===== src/rtl/mcu_sample_dac.sv =====
// MCU sample-DAC conditioner: 8-bit unsigned port -> RC-model IIR low-pass -> volume/mute -> signed 16-bit.
// Optional DC-blocking high-pass after the IIR when MCU_SAMPLE_DCBLOCK_EN is defined.
module mcu_sample_dac #(
  parameter int FILT_DIV  = 200,
  parameter int SHIFT     = 3,
  parameter int ACT_TICKS = 4096
) (
  input  logic               CLK_32M,
  input  logic               reset,
  input  logic               ce_8m,
  input  logic [7:0]         sample_in,
  input  logic [7:0]         volume,
  input  logic               mute,
  output logic signed [15:0] sample_out,
  output logic               sample_valid,
  output logic               dbg_activity
);

  localparam int CNT_W = (FILT_DIV > 1) ? $clog2(FILT_DIV) : 1;
  localparam int ACT_W = $clog2(ACT_TICKS + 1);

  function automatic logic signed [15:0] sat16(input logic signed [24:0] v);
    if (v > 25'sd32767)
      return 16'sh7FFF;
    else if (v < -25'sd32768)
      return 16'sh8000;
    else
      return v[15:0];
  endfunction

  logic [7:0]         s_r;
  logic [7:0]         s_q;
  logic [CNT_W-1:0]   cnt;
  logic [ACT_W-1:0]   act_cnt;
  logic               tick;

  logic signed [15:0] x_p0;
  logic signed [16:0] d_p0;
  logic signed [16:0] step_p0;
  logic signed [24:0] y_sum_p0;
  logic signed [15:0] y_p0;
  logic               vld_p0;

  logic signed [15:0] gain_src;
  logic               gain_vld;
  logic signed [24:0] prod_g;
  logic signed [24:0] g_shift;

  always_ff @(posedge CLK_32M) begin
    s_r <= sample_in;
    s_q <= s_r;
  end

  assign tick = ce_8m && (cnt == CNT_W'(FILT_DIV - 1));

  // An input change and a tick in the same cycle: the reload takes priority.
  always_ff @(posedge CLK_32M) begin
    if (reset) begin
      cnt     <= '0;
      act_cnt <= '0;
    end else begin
      if (ce_8m)
        cnt <= tick ? '0 : cnt + 1'b1;
      if (s_r != s_q)
        act_cnt <= ACT_W'(ACT_TICKS);
      else if (tick && (act_cnt != '0))
        act_cnt <= act_cnt - 1'b1;
    end
  end

  assign dbg_activity = (act_cnt != '0);

  // Stage p0: IIR low-pass state y, updated in the tick cycle
  assign x_p0     = {~s_r[7], s_r[6:0], 8'h00};
  assign d_p0     = 17'(x_p0) - 17'(y_p0);
  assign step_p0  = d_p0 >>> SHIFT;
  assign y_sum_p0 = 25'(y_p0) + 25'(step_p0);

  always_ff @(posedge CLK_32M) begin
    if (reset) begin
      y_p0   <= '0;
      vld_p0 <= 1'b0;
    end else begin
      vld_p0 <= tick;
      if (tick)
        y_p0 <= sat16(y_sum_p0);
    end
  end

`ifdef MCU_SAMPLE_DCBLOCK_EN
  // Stage p1: DC-blocking high-pass, z tracks the slow average of y
  logic signed [16:0] h_full_p1;
  logic signed [16:0] h_step_p1;
  logic signed [24:0] z_sum_p1;
  logic signed [15:0] z_p1;
  logic signed [15:0] h_p1;
  logic               vld_p1;

  assign h_full_p1 = 17'(y_p0) - 17'(z_p1);
  assign h_step_p1 = h_full_p1 >>> 10;
  assign z_sum_p1  = 25'(z_p1) + 25'(h_step_p1);

  always_ff @(posedge CLK_32M) begin
    if (reset) begin
      z_p1   <= '0;
      h_p1   <= '0;
      vld_p1 <= 1'b0;
    end else begin
      vld_p1 <= vld_p0;
      if (vld_p0) begin
        h_p1 <= sat16(25'(h_full_p1));
        z_p1 <= sat16(z_sum_p1);
      end
    end
  end

  assign gain_src = h_p1;
  assign gain_vld = vld_p1;
`else
  assign gain_src = y_p0;
  assign gain_vld = vld_p0;
`endif

  // Output stage: volume scaling (0x80 = unity), saturation and mute
  assign prod_g  = 25'(gain_src) * 25'($signed({1'b0, volume}));
  assign g_shift = prod_g >>> 7;

  always_ff @(posedge CLK_32M) begin
    if (reset) begin
      sample_out   <= '0;
      sample_valid <= 1'b0;
    end else begin
      sample_valid <= gain_vld;
      if (gain_vld)
        sample_out <= mute ? 16'sh0000 : sat16(g_shift);
    end
  end

endmodule

===== config.mk =====
export PLATFORM = sky130hd
export DESIGN_NAME = mcu_sample_dac
export DESIGN_NICKNAME = d
export VERILOG_FILES = /design/src/rtl/mcu_sample_dac.sv
export SDC_FILE = /design/constraint.sdc
export NUM_CORES = 1
export LEC_CHECK = 0
export CORE_UTILIZATION = 40
export CTS_BUF_LIST = sky130_fd_sc_hd__clkbuf_16
export DETAILED_ROUTE_END_ITERATION = 6
export DONT_BUFFER_PORTS = 1
export GPL_ROUTABILITY_DRIVEN = 0
export GPL_TIMING_DRIVEN = 0
export PLACE_DENSITY = 0.57
export RECOVER_POWER = 100
export SLEW_MARGIN = 10
export SYNTH_ARGS = -nofsm -noshare
export SYNTH_HDL_FRONTEND = slang
export SYNTH_SLANG_ARGS = --single-unit

===== constraint.sdc =====
create_clock -name CLK_32M -period 9.7 [get_ports CLK_32M]
set_input_delay 1.94 -clock CLK_32M [delete_from_list [all_inputs] [get_ports CLK_32M]]
set_output_delay 1.94 -clock CLK_32M [all_outputs]
set_load 0.02 [all_outputs]

==> reports/qor.yml <==
status: "finished, final reports clean"
wl_mm: 18.8
grt_pass1_vias: 6497
antenna-diode-count: 0
die_h_um: 148
synthTopCellsByArea: "fa_1 (24%), dfxtp_1 (17%), ha_1 (10%)"
drt-vias-per-instance: 5.09
min_to: "s_q[7]"
synth_nets: 1196
crit_buf_inv: 6
ys_ff_latch: 71
dr.pass1.iters: 5
maxSlewHeadroom_pct: 47.2
multi_input_area_um2: 6260
port_buffers: 0
clock-sinks: 71
overflow: 0
grt_pass1_wl_mm: 32.5
finalMaxSlewViolations: 0
avgRoutedWirePerCell_um: 14.5
numCtsBuffers: 9
cp-start-kind: "primary input"
hold_viol: 0
start_util_pct: 40.8
fin_skew_ns: 0.00710
r2r-end: "sample_out[13]"
layout_commonest_cell: "inv_1"
drtAntennaViolNets: 0
synthArstFlopShare_pct: 0
area_growth_syn_to_layout_pct: 7.04
ios: 38
nets: 1207
slowest_delay_ns: 0.62
period_share_pct: 79.1
tns_ns: 0
fin_cells: 1294
synth.distinct_cells: 65
cts_buffer_depth: 2
yosysWarnings: 0
die_x_um: 148
synth_flop_cell: "dfxtp_1"
syn_area_um2: 8580
hp-class: "flip-flop to flip-flop"
power_uw: 724
register_area_um2: 1420
dieArea_um2: 22000
cts_hold_buffers: 0
fill_cells: 2109
synth-edff-count: 0
antenna_found_initial: 0
reg2reg_depth: 20
ys_seq_area_share_pct: 16.6
tritoncts: "yes"
powerDensity_nw_per_um2: 78.8
p_leak_uw: 0.00437
setup_viol: 0
drc: 0
end_kind: "flip-flop"
ir_drop_uv: 63.7
coreArea_um2: 21000
critPathMaxFanout: 10
drv_cap: 0
layout_min_cycle_time_ns: 7.68
worst_path_max_delay_cell: "fa_1"
post-cts-setup-buffers: 0
worstMarginPinSlew_ns: 0.781
yosysTopAreaCell: "fa_1"
first_iter_violations: 313
cts_resized: 0
grtUsageTotal_pct: 18.7
grt_setup_unrepaired: "false"
clock-root-buffer: "clkbuf_16"
via_count: 6590
timing.fmax_mhz: 130
place_hpwl_mm: 15.1
critPathTopFamily: "adder cells"
hold_start: "s_r[7]"
crit_required_ns: 9.92
netlist_instances: 1003
row_count: 53
htree_levels: 3
layout_common_cells: "inv_1 (179), fa_1 (102), nand2_1 (88)"
timing.critical_path.cells: "clkbuf_1 > and2_0 > fa_1 > inv_1 > fa_1 > inv_1 > fa_1 > inv_1 > fa_1 > inv_1 > ha_1 > a21o_1 > a21oi_1 > o2111ai_1 > a211oi_1 > nor2_1 > xor2_1 > a21oi_1 > clkbuf_1 > o31ai_1"
drive_above_1_share_pct: 4.32
clkSlewWorstSetupHoldPaths_ns: 0.06
grt_start_max_net_pins: 14
post-place-cells: 1278
clk_latency_ns: 0.35
whs_path_depth: 0
crit_type: "primary input to flip-flop"
r2r-start: "gain_src[15]"
syn_area_per_cell_um2: 8.56
reg2reg_setup_slack_ns: 3.15
synth_top_area_share_pct: 23.8
arrival_ns: 7.89
-- kinds of logic after synthesis --
group	count (synthesis)	share of synthesized area (%)
buf+inv	220	9.84
compound gates	153	13.3
fa+ha+maj	173	34.1
flops	71	16.6
xor+xnor	67	6.93
mux	4	0.481
simple gates	315	18.8
-- power breakdown --
part / leakage, uW / total, uW / internal [uW] / switching, uW
Combinational: 0.00363 / 54.9 / 20.2 / 34.7
Sequential: 0.000579 / 299 / 296 / 3.34
Clock: 0.000158 / 369 / 226 / 143
-- worst reg2reg max path, cell delays in order (launching register included) --
cell and delay, ns:
dfxtp_1 0.32, clkbuf_1 0.22, and2_1 0.25, fa_1 0.59, inv_1 0.16, fa_1 0.64, inv_1 0.12, fa_1 0.54
inv_1 0.05, fa_1 0.52, inv_1 0.04, ha_1 0.35, a21o_1 0.21, a21oi_1 0.26, o2111ai_1 0.18, a211oi_1 0.39
nor2_1 0.11, xor2_1 0.15, a21oi_1 0.62, clkbuf_1 0.55, o31ai_1 0.14
-- registers in the layout, summed over array words and instances (netlist names) --
| name | flops |
|---|---|
| gain_src | 16 |
| gain_vld | 1 |
| s_r | 8 |
| s_q | 8 |
| sample_valid | 1 |
| act_cnt | 13 |
| cnt | 8 |
| sample_out | 16 |
-- layer usage --
metal / wire length (um) / vias up / global-route usage [%]
met2: 8570 / 102 / 30.2
li1: - / 3267 / -
met3: 726 / 13 / 2.94
met4: 207 / 0 / 4.64
met1: 9300 / 3208 / 26.0
met5: 0 / - / 0
-- layout make-up --
class / count / area share, %
multi-input combinational: 712 / 68.2
sequential: 71 / 15.5
inverter: 179 / 7.32
tap: 275 / 3.75
clock buffer: 9 / 2.45
buffer: 41 / 1.80
clock inverter: 7 / 1.04
-- synthesized netlist by cell type (4+ instances only) --
cell	instances
a211oi_1	6
a21o_1	8
a21oi_1	33
a31oi_1	10
a32oi_1	11
and2_1	76
and3_1	5
buf_2	6
clkbuf_1	32
dfxtp_1	71
fa_1	102
ha_1	71
inv_1	179
nand2_1	88
nand2b_1	4
nand3_1	10
nand4_1	5
nor2_1	70
nor2b_1	12
nor3_1	19
o211ai_1	5
o21a_1	5
o21ai_0	10
o21ai_1	4
o21bai_1	4
o22ai_1	14
o31ai_1	6
o31ai_2	12
or3_1	7
xnor2_1	45
xor2_1	21
-- metrics by stage --
step | util (%) | setup slack [ns] | hold WS, ns | area [um^2]
after floorplan | - | 3.00 | 0.363 | 8580
after global placement | 42.5 | 2.35 | 0.373 | 8920
after detailed placement | 42.5 | 2.36 | 0.379 | 8920
after CTS | 44.0 | 2.69 | 0.383 | 9250
after global routing | 43.7 | 1.57 | 0.396 | 9190
final | 43.7 | 2.02 | 0.380 | 9190
-- worst max path at each step --
| stage | start | end | slack, ns | cells after the start |
|---|---|---|---|---|
| after detailed placement | volume[4] | sample_out[5] | 2.36 | 20 |
| after global placement | volume[4] | sample_out[6] | 2.35 | 20 |
| after global routing | volume[4] | sample_out[12] | 1.57 | 20 |
| after floorplan | volume[1] | sample_out[13] | 3.00 | 19 |
| final | volume[4] | sample_out[13] | 2.02 | 20 |
| after CTS | volume[4] | sample_out[5] | 2.69 | 20 |
Note: power is estimated with default switching activity, not from simulation.
